File: config.mk
export PLATFORM = sky130hd
export DESIGN_NAME = fifo_stream_packer
export DESIGN_NICKNAME = d
export VERILOG_FILES = /design/src/rtl/stream_out_reg.sv /design/src/rtl/fifo_stream_packer.sv
export SDC_FILE = /design/constraint.sdc
export NUM_CORES = 1
export LEC_CHECK = 0
export ABC_AREA = 1
export ABC_CLOCK_PERIOD_IN_PS = 2050
export CAP_MARGIN = 15
export CORE_MARGIN = 3
export CORE_UTILIZATION = 40
export CTS_BUF_LIST = sky130_fd_sc_hd__clkbuf_2
export DETAILED_ROUTE_END_ITERATION = 7
export PLACE_DENSITY = 0.66
export SYNTH_ARGS = -nofsm -noshare
export SYNTH_HDL_FRONTEND = slang
export SYNTH_SLANG_ARGS = --single-unit
File: constraint.sdc
create_clock -name clk -period 2.05 [get_ports clk]
set_input_delay 0.205 -clock clk [delete_from_list [all_inputs] [get_ports clk]]
set_output_delay 0.205 -clock clk [all_outputs]
set_load 0.01 [all_outputs]
File: src/rtl/stream_out_reg.sv
// rtl/stream_out_reg.sv - one-entry output register with a full_n-style push handshake
module stream_out_reg #(
  parameter int WIDTH = 8
) (
  input  logic             clk,
  input  logic             reset,
  input  logic             load,
  input  logic [WIDTH-1:0] din,
  input  logic             full_n,
  output logic             free,
  output logic             valid,
  output logic [WIDTH-1:0] dout
);

  // The slot can take a new word when it is empty or its word leaves this cycle.
  assign free = ~valid | full_n;

  // Hold the word until the downstream FIFO accepts it; a load wins over a drain.
  always_ff @(posedge clk or negedge reset) begin
    if (!reset) begin
      valid <= 1'b0;
      dout  <= '0;
    end else if (load) begin
      valid <= 1'b1;
      dout  <= din;
    end else if (full_n) begin
      valid <= 1'b0;
    end
  end

endmodule

File: src/rtl/fifo_stream_packer.sv
// rtl/fifo_stream_packer.sv - packs RATIO narrow FIFO words into one wide word, flushing on EOT
module fifo_stream_packer #(
  parameter int IN_WIDTH = 32,
  parameter int RATIO    = 4,
  parameter int CNT_W    = $clog2(RATIO + 1)
) (
  input  logic                              clk,
  input  logic                              reset,
  input  logic                              in_empty_n,
  output logic                              in_read,
  input  logic [IN_WIDTH:0]                 in_dout,
  input  logic                              out_full_n,
  output logic                              out_write,
  output logic [CNT_W+RATIO*IN_WIDTH:0]     out_din
);

  localparam int LANES_W = RATIO * IN_WIDTH;
  localparam int OUT_W   = 1 + CNT_W + LANES_W;
  localparam logic [CNT_W-1:0] LAST_CNT = CNT_W'(RATIO - 1);
  localparam logic [CNT_W-1:0] FULL_CNT = CNT_W'(RATIO);

  logic [LANES_W-1:0]  acc;
  logic [CNT_W-1:0]    cnt;
  logic [LANES_W-1:0]  full_lanes;
  logic [OUT_W-1:0]    load_word;
  logic [IN_WIDTH-1:0] payload;
  logic                head_eot;
  logic                cnt_zero;
  logic                is_last;
  logic                free;
  logic                flush;
  logic                load;

  assign head_eot = in_dout[IN_WIDTH];
  assign payload  = in_dout[IN_WIDTH-1:0];
  assign cnt_zero = (cnt == '0);
  assign is_last  = (cnt == LAST_CNT);

  // Non-completing data words always pop; anything that produces an output word needs a free slot.
  // An EOT only pops once the partial word ahead of it has been flushed.
  assign in_read = reset & in_empty_n & (head_eot ? (free & cnt_zero) : (~is_last | free));
  assign flush   = reset & in_empty_n & head_eot & ~cnt_zero & free;
  assign load    = flush | (in_read & (head_eot | is_last));

  // Build the word handed to the output register: full word, flushed partial, or EOT token.
  always_comb begin
    full_lanes = acc;
    full_lanes[(RATIO-1)*IN_WIDTH +: IN_WIDTH] = payload;
    load_word = {1'b0, FULL_CNT, full_lanes};
    if (head_eot) begin
      if (flush) begin
        load_word = {1'b0, cnt, acc};
      end else begin
        load_word = {1'b1, {CNT_W{1'b0}}, {LANES_W{1'b0}}};
      end
    end
  end

  // Fill lanes in arrival order; clear the accumulator whenever its contents move to the output.
  always_ff @(posedge clk or negedge reset) begin
    if (!reset) begin
      acc <= '0;
      cnt <= '0;
    end else if (load) begin
      acc <= '0;
      cnt <= '0;
    end else if (in_read && !head_eot) begin
      for (int i = 0; i < RATIO; i++) begin
        if (cnt == CNT_W'(i)) begin
          acc[i*IN_WIDTH +: IN_WIDTH] <= payload;
        end
      end
      cnt <= cnt + 1'b1;
    end
  end

  stream_out_reg #(
    .WIDTH (OUT_W)
  ) u_out_reg (
    .clk    (clk),
    .reset  (reset),
    .load   (load),
    .din    (load_word),
    .full_n (out_full_n),
    .free   (free),
    .valid  (out_write),
    .dout   (out_din)
  );

endmodule

==> results of run 1 <==
-- power by group through the flow --
stage | registers (W) | logic, W | clock network [W]
finish | 0.00722 | 0.00423 | 0.00363
global route | 0.00739 | 0.00474 | 0.00412
CTS | 0.00724 | 0.00426 | 0.00377
detailed placement | 0.00734 | 0.00417 | 0
global placement | 0.00732 | 0.00408 | 0
floorplan | 0.00744 | 0.00178 | 0
-- flip-flops by register name, summed over array words and instances (netlist names) --
register and flops:
acc 128, u_out_reg.valid 1, cnt 3, u_out_reg.dout 132
-- routing by layer --
metal	up-vias	track usage (%)	part of all wire (%)
met5	-	0	0
met4	0	7.23	2.1
met3	40	4.40	5.1
met2	230	28.2	43
met1	4376	28.4	49
li1	4722	-	-
-- final cells by class --
cell class | instances | area, µm²
Fill cell | 2576 | 12500
Sequential cell | 264 | 6610
Multi-Input combinational cell | 911 | 3680
Timing Repair Buffer | 246 | 2690
Inverter | 171 | 642
Clock buffer | 105 | 526
Tap cell | 372 | 465
Clock inverter | 16 | 97.6
Antenna cell | 1 | 2.50
-- worst max path at each step --
stage                     slack (ps)  cells past startpoint  endpoint
after global routing            -450                      8   in_read
after detailed placement          10                      8   in_read
after CTS                       -350                      8   in_read
final                           -330                      8   in_read
after floorplan                  400                      9   acc[43]
after global placement            20                      8   in_read
-- cell usage in the layout, fill, tap and decap left out, drive strengths merged --
master and instances:
a21oi 2, buf 64, bufinv 1, clkbuf 105, clkdlybuf4s50 120, clkinv 10, clkinvlp 2, dfrtp 264
diode 1, dlygate4sd2 11, dlygate4sd3 14, dlymetal6s2s 37, ha 5, inv 174, nand2 691, nand3 102
nand3b 1, nand4 1, nor2 102, nor3 1, o21ai 6
-- per-stage QoR --
stage               setup WS (ps)  instance area [µm²]  TNS [ps]
floorplan                     395                11200         0
global placement             23.6                13700         0
detailed placement           14.4                13700         0
CTS                          -351                14500      -463
global route                 -451                14700     -2040
finish                       -327                14700      -611
-- cells by family (layout without fill, tap and decap cells) --
logic type	after synthesis	after routing	share of synthesized area (%)
AO/OA/AOI/OAI	8	8	0.391
adder cells (fa/ha/maj)	5	5	0.558
buffers and inverters	244	538	8.75
flip-flops	264	264	58.9
other	0	1	0
AND/OR/NAND/NOR	898	898	31.4
-- critical path, delay by kind of cell, from the launching register on --
kind	cells	cell delay, ps
AOI/OAI and AO/OA	2	270
adders and majority gates	2	360
buffers and inverters	3	270
and+or+nand+nor	1	50
DFF	1	400
-- repair_timing --
item | in CTS | in global routing
hold endpoints to repair | 275 | 1
hold buffers | 13 | 1
setup endpoints to repair | 12 | 100
pin swaps | 4 | 6
resized for setup | 28 | 58
setup buffers | 12 | 5
==> impl_metrics.yaml, run 1 <==
setup_path:
  max_stage_delay_ps: 400
  reg2reg_depth: 18
  r2r-start: "cnt[0]"
  crit_top_cell: "inv_2"
  reg2reg_slack_ps: -280
  cp.arrival_ps: 2170
  r2r-end: "cnt[2]"
  path_cells: "ha_2, ha_4, inv_2, nand2_2, o21ai_2, inv_2, a21oi_2, buf_4"
  crit_fanout: 2
  endpoint_kind: "output pin"
  required_ps: 1850
  startpoint: "cnt[0]"
  critPathKind: "reg -> out"
  crit_slowest_cell: "dfrtp_1"
  start_kind: "flip-flop"
pwr:
  p_comb_share_pct: 28.0
  ir_drop_mv: 0.445
  p_leak_nw: 8.67
  switching_power_w: 0.00508
  switching_share_pct: 33.7
  finalPower_w: 0.0151
  clock_power_share_pct: 24.1
  p_per_area_mw_per_mm2: 1030
  internal-power_w: 0.0100
  seqPwrFrac_pct: 47.9
global_routing:
  grt_pass1_vias: 9306
  overflow: 0
  grt_max_degree: 182
  grtUsageTotal_pct: 19.4
  grt_pass1_wl_mm: 48.3
  antenna_found_initial: 1
synthesis:
  netlist_area_mm2: 0.0112
  yosys.cell_count.top_type: "nand2_1"
  synth_top_area_cell: "dfrtp_1"
  yosysTopAreaCellShare_pct: 58.9
  synthFlopType: "dfrtp_1"
  netlist_top_cells_count: "689 x nand2_1, 264 x dfrtp_1, 157 x inv_1"
  yosys-top-cells-area: "dfrtp_1 59%, nand2_1 23%, inv_1 5.3%, nand3_1 4.5%, nor2_1 3.4%"
  syn_inst: 1419
  synth-seq-cells: 264
  ys_seq_area_share_pct: 58.9
  syn_avg_cell_area_um2: 7.90
  ys_warn_count: 0
  synth_edf_count: 0
  yosysUniqueCellTypes: 20
  syn-num-nets: 1461
  async_flop_share_pct: 100
route:
  vias: 9368
  post_drt_wl_per_cell_um: 13.8
  via_per_inst: 4.49
  drtIter0Drc: 690
  firstDrtPassIters: 7
  ant_nets: 0
  post-route-drc-count: 0
  drt_wl_total_mm: 28.8
clock_network:
  clk_pin_slew_ps: 100
  cts_tree: "yes"
  cts_buffers: 71
  htreeDepth: 3
  cts_sinks: 264
  cts_root_buffer: "clkbuf_2"
  clockBufferDepth: 3
  insertion_delay_ps: 830
min_path:
  whs_endpoint: "u_out_reg.dout[97]"
  hold_path_depth: 3
  min-delay-start: "in_dout[1]"
  min_path_type: "in -> reg"
sta:
  hold_viol: 0
  fin_ws_ps: -327
  setup_viol: 2
  final_max_slew_viol_count: 0
  max_freq_mhz: 421
  slew_headroom_pct: 37.4
  timing.final.crit_share_pct: 116
  layout_min_cycle_time_ps: 2380
  clock_skew_ps: 59.4
  tightest_slew_ps: 939
  rsz0062_at_grt: "yes"
  fin_hold_ws_ps: 78.4
status:
  status: "finished with violations"
  failed_checks: "setup timing"
finish:
  syn2layout_area_growth_pct: 31.2
  layout-drive-gt1-share_pct: 12.8
  stdcell_count: 2086
  fin_util_pct: 54.0
  nets: 1707
floorplan:
  num_io_pins: 171
  fp.coreArea_mm2: 0.0273
  fp.dieW_um: 173
  rows: 60
  die_h_um: 173
  dieArea_mm2: 0.0301
  start_util_pct: 41.1
place:
  routabilityCongestion: 0.813
  placed_cells: 1933
  portBuffers: 170
  dpl.hpwl_mm: 18.7
flow_run:
  drv_cap: 0
(Power assumes the default switching activity.)
==> run 2, diff against run 1 <==
Settings changed: CORE_MARGIN 3 to 10.
==> impl_metrics.yaml, run 2 (synthesized netlist as in run 1, its figures left out) <==
status:
  status: "finished with violations"
  failed_checks: "setup timing"
place:
  routabilityCongestion: 0.847
  placed_cells: 1937
  portBuffers: 170
  dpl_cell_area_mm2: 0.0136
  dpl.hpwl_mm: 19.8
sta:
  rsz0062_at_grt: "yes"
  slew_headroom_pct: 48.7
  hold_viol: 0
  setup_viol: 2
  tightest_slew_ps: 769
  layout_min_cycle_time_ps: 2370
  clock_skew_ps: 46.4
  timing.final.crit_share_pct: 116
  max_freq_mhz: 421
  final_max_slew_viol_count: 0
  fin_ws_ps: -324
floorplan:
  fp.coreArea_mm2: 0.0277
  fp.dieW_um: 187
  dieArea_mm2: 0.0351
  rows: 61
  die_h_um: 187
  start_util_pct: 40.5
  num_io_pins: 171
global_routing:
  grt_pass1_wl_mm: 50.2
  grt_pass1_vias: 9541
  antenna_found_initial: 1
  overflow: 0
  grtUsageTotal_pct: 17.3
  grt_max_degree: 137
pwr:
  clock_power_share_pct: 24.5
  p_per_area_mw_per_mm2: 1030
  internal-power_w: 0.0103
  p_leak_nw: 8.55
  seqPwrFrac_pct: 46.5
  ir_drop_mv: 0.491
  switching_power_w: 0.00524
  switching_share_pct: 33.7
  p_comb_share_pct: 29.0
finish:
  regMostFlops: "u_out_reg.dout"
  final_common_cell: "nand2_1"
  layout-drive-gt1-share_pct: 12.3
  largest_reg_flops: 132
  syn2layout_area_growth_pct: 34.0
  fin_util_pct: 54.2
  nets: 1724
  stdcell_count: 2108
  nFillCells: 2583
  layout_common_cells: "686 x nand2_1, 264 x dfrtp_1, 150 x inv_1"
  top_regs: "u_out_reg.dout x132, acc x128, cnt x3"
  finalInstanceArea_mm2: 0.0150
route:
  post_drt_wl_per_cell_um: 15.1
  via_per_inst: 4.55
  drt_wl_total_mm: 31.9
  vias: 9586
  firstDrtPassIters: 7
  drtIter0Drc: 755
  post-route-drc-count: 0
  ant_nets: 0
setup_path:
  path_buf_inv: 3
  max_stage_delay_ps: 430
  required_ps: 1850
  crit_fanout: 2
  crit_top_cell: "ha_4"
  endpoint_kind: "output pin"
  path_cells: "ha_4, ha_4, inv_4, nand2_4, o21ai_4, inv_2, a21oi_2, buf_2"
  crit_slowest_cell: "dfrtp_1"
  critPathKind: "reg -> out"
  cp.arrival_ps: 2170
  path_delay_family: "flip-flops"
  start_kind: "flip-flop"
clock_network:
  cts_root_buffer: "clkbuf_2"
  cts_sinks: 264
  clk_pin_slew_ps: 110
  cts_buffers: 71
  htreeDepth: 3
  cts_tree: "yes"
  clockBufferDepth: 3
  insertion_delay_ps: 810
flow_run:
  drv_cap: 0
min_path:
  min_path_type: "in -> reg"
==> run 2: cell types whose count changed in the layout (fill, tap and decap cells not counted), sizes merged <==
| cell | delta |
|---|---|
| clkinvlp | -2 |
| dlygate4sd3 | +5 |
| bufinv | +2 |
| nand3 | +1 |
| dlygate4sd2 | -4 |
| clkdlybuf4s50 | +19 |
| clkbuf | -1 |
| clkinv | +10 |
| dlymetal6s2s | -15 |
| buf | +3 |
| inv | -2 |
==> run 2: cell type report <==
| cell class | instances | area (µm²) | share of cell area [%] |
|---|---|---|---|
| Sequential cell | 264 | 6610 | 44.0 |
| Tap cell | 378 | 473 | 3.15 |
| Antenna cell | 1 | 2.50 | 0.0167 |
| Inverter | 171 | 644 | 4.29 |
| Multi-Input combinational cell | 912 | 3730 | 24.8 |
| Clock inverter | 24 | 169 | 1.12 |
| Clock buffer | 96 | 480 | 3.20 |
| Timing Repair Buffer | 262 | 2920 | 19.4 |
==> run 2: worst register-to-register path, cell delays in order, from the launching register on <==
cell	delay, ps
dfrtp_1	430
ha_4	180
ha_4	160
inv_4	60
nand2_4	50
o21ai_4	140
inv_2	60
buf_4	130
buf_4	130
buf_6	110
buf_6	100
buf_6	100
buf_6	100
buf_6	100
buf_6	100
buf_6	100
buf_4	120
nand2_1	50
nand2_1	40
==> run 2: per-stage QoR <==
step                hold slack [ps]  setup WS (ps)  TNS (ps)  total power (W)
finish                         57.4           -324      -619           0.0155
global route                   26.4           -479     -1630           0.0167
CTS                            1.11           -385     -7530           0.0155
detailed placement              260           29.8         0           0.0116
global placement                253           73.1         0           0.0115
floorplan                     -90.6            395         0          0.00922
==> run 2: routing by layer <==
metal  global-route usage, %  part of all wire, %
met1                    23.8                   47
met3                    4.51                  7.0
met4                    6.46                  1.7
met2                    25.8                   44
met5                       0                    0
==> run 2: path summary, 6_finish.rpt <==
kind / from / endpoint / slack (ps) / depth (start not counted)
worst max register to register: cnt[1] / cnt[2] / -300 / 18
worst min register to register: acc[118] / acc[118] / 470 / 2
max in group asynchronous: reset / u_out_reg.dout[55] / 380 / 5
min in group asynchronous: reset / u_out_reg.dout[9] / 580 / 4
worst max-delay path: cnt[1] / in_read / -320 / 8
worst min-delay path: in_dout[26] / u_out_reg.dout[122] / 60 / 3
==> run 2: timing repair <==
| item | in CTS | in global routing |
|---|---|---|
| endpoints found under the hold margin | 255 | 0 |
| cloned | 0 | 9 |
| resized for setup | 29 | 40 |
| hold buffers | 19 | 0 |
| setup endpoints to repair | 8 | 111 |
| pin swaps | 3 | 4 |
| buffers inserted | 14 | 13 |
==> run 2: power groups by stage <==
stage	registers, W	logic (W)	clock network (W)
CTS	0.00723	0.00436	0.00394
detailed placement	0.00732	0.00424	0
global placement	0.00730	0.00417	0
global route	0.00739	0.00503	0.00425
floorplan	0.00744	0.00178	0
finish	0.00723	0.00450	0.00380
==> run 3, diff against run 2 <==
Settings changed: ABC_CLOCK_PERIOD_IN_PS 2050 to 2600, CTS_CLUSTER_DIAMETER set to 150.
Clock period 2.05 ns to 2.6 ns, I/O delays scaled along.
==> impl_metrics.yaml, run 3 (synthesized netlist as in run 1, its figures left out) <==
status:
  status: "completed"
clock_network:
  cts_root_buffer: "clkbuf_2"
  cts_buffers: 71
  cts_tree: "yes"
  cts_sinks: 264
  clk_pin_slew_ps: 90
  htreeDepth: 3
  insertion_delay_ps: 810
  clockBufferDepth: 3
finish:
  fin_util_pct: 50.8
  layout-drive-gt1-share_pct: 9.93
  top_regs: "u_out_reg.dout x132, acc x128, cnt x3"
  regMostFlops: "u_out_reg.dout"
  largest_reg_flops: 132
  nets: 1661
  finalInstanceArea_mm2: 0.0141
  syn2layout_area_growth_pct: 25.6
  layout_common_cells: "689 x nand2_1, 264 x dfrtp_1, 168 x clkdlybuf4s50_1"
  final_common_cell: "nand2_1"
route:
  ant_nets: 0
  post_drt_wl_per_cell_um: 14.7
  post-route-drc-count: 0
  vias: 9244
  drtIter0Drc: 741
  firstDrtPassIters: 5
  drt_wl_total_mm: 30.0
  via_per_inst: 4.53
global_routing:
  grt_pass1_wl_mm: 49.3
  overflow: 0
  grt_pass1_vias: 9296
  antenna_found_initial: 2
  grt_max_degree: 182
  grtUsageTotal_pct: 17.1
sta:
  slew_headroom_pct: 29.6
  tightest_slew_ps: 1060
  timing.final.crit_share_pct: 94.9
  tns_ps: 0
  layout_min_cycle_time_ps: 2470
  clock_skew_ps: 62.9
  setup_viol: 0
  rsz0062_at_grt: "no"
  final_max_slew_viol_count: 0
  max_freq_mhz: 405
  hold_viol: 0
floorplan:
  fp.coreArea_mm2: 0.0277
  num_io_pins: 171
  die_h_um: 187
  start_util_pct: 40.5
  fp.dieW_um: 187
  dieArea_mm2: 0.0351
  rows: 61
setup_path:
  reg2reg_depth: 12
  startpoint: "cnt[0]"
  r2r-start: "cnt[0]"
  reg2reg_slack_ps: 340
  start_kind: "flip-flop"
  endpoint: "in_read"
  max_stage_delay_ps: 390
  crit_top_cell: "ha_2"
  required_ps: 2340
  crit_slowest_cell: "dfrtp_1"
  r2r-end: "acc[59]"
  cp.arrival_ps: 2210
  critPathKind: "reg -> out"
  crit_fanout: 2
  path_cells: "ha_2, ha_2, inv_2, nand2_2, o21ai_4, inv_1, a21oi_2, buf_2"
  endpoint_kind: "output pin"
place:
  dpl_cell_area_mm2: 0.0134
  dpl.hpwl_mm: 19.6
  portBuffers: 170
  routabilityCongestion: 0.841
pwr:
  p_leak_nw: 7.72
  p_comb_share_pct: 27.0
  clock_power_share_pct: 25.4
  ir_drop_mv: 0.350
  internal-power_w: 0.00795
  switching_share_pct: 33.4
  p_per_area_mw_per_mm2: 848
  seqPwrFrac_pct: 47.6
  switching_power_w: 0.00399
flow_run:
  drv_cap: 0
min_path:
  min_path_type: "in -> reg"
-- run 3: layout make-up --
cell class | count | area, µm²
diodes | 3 | 7.51
clock buffers | 102 | 510
clock inverters | 13 | 134
fillers | 2761 | 13600
inverters | 171 | 642
multi-input cells | 911 | 3660
flip-flops and latches | 264 | 6610
well taps | 378 | 473
repair buffers | 200 | 2050
-- run 3: worst max-delay path: cells and delay by family (launching register included) --
kind,cells,cell delay [ps]
AND/OR/NAND/NOR,1,70
adder cells (fa/ha/maj),2,360
AO/OA/AOI/OAI,2,290
buffers and inverters,3,280
flip-flops,1,390
-- run 3: stage by stage --
step,total power (W),std cells,setup slack [ps],hold WS [ps]
2_1_floorplan,0.00727,1419,945,-35.6
3_5_place_dp,0.00899,1917,225,115
6_report,0.0119,2042,133,71.9
3_3_place_gp,0.00892,1917,251,112
4_1_cts,0.0121,2038,2.26,0.0523
5_1_grt,0.0128,2042,0.424,4.39
-- run 3: how the worst min path moves through the flow --
stage | slack (ps) | endpoint | from | depth (start not counted)
after floorplan | -40 | acc[0] | reset | 0
after global placement | 110 | u_out_reg.dout[103] | reset | 1
after detailed placement | 120 | u_out_reg.dout[103] | reset | 1
after CTS | 0.05 | u_out_reg.dout[105] | in_dout[9] | 3
after global routing | 4 | u_out_reg.dout[106] | in_dout[10] | 3
final | 70 | u_out_reg.dout[109] | in_dout[13] | 3
-- run 3: power groups by stage --
stage	clock network [W]	logic (W)	registers (W)
2_1_floorplan	0	0.00140	0.00587
5_1_grt	0.00338	0.00363	0.00582
3_3_place_gp	0	0.00317	0.00574
4_1_cts	0.00316	0.00327	0.00569
3_5_place_dp	0	0.00322	0.00577
6_report	0.00304	0.00322	0.00568
-- run 3: layer usage --
metal	global-route usage [%]	vias to the layer above	share of wire, %
li1	-	4621	-
met1	23.6	4316	48
met2	25.3	255	43
met3	4.64	52	6.7
met4	6.09	0	2.1
met5	0	-	0
-- run 3: timing repair --
item	CTS	global route
pin swaps	1	1
gates resized for setup	6	3
setup endpoints to repair	1	1
hold buffers	3	0
hold endpoints to repair	265	0
setup buffers	3	1
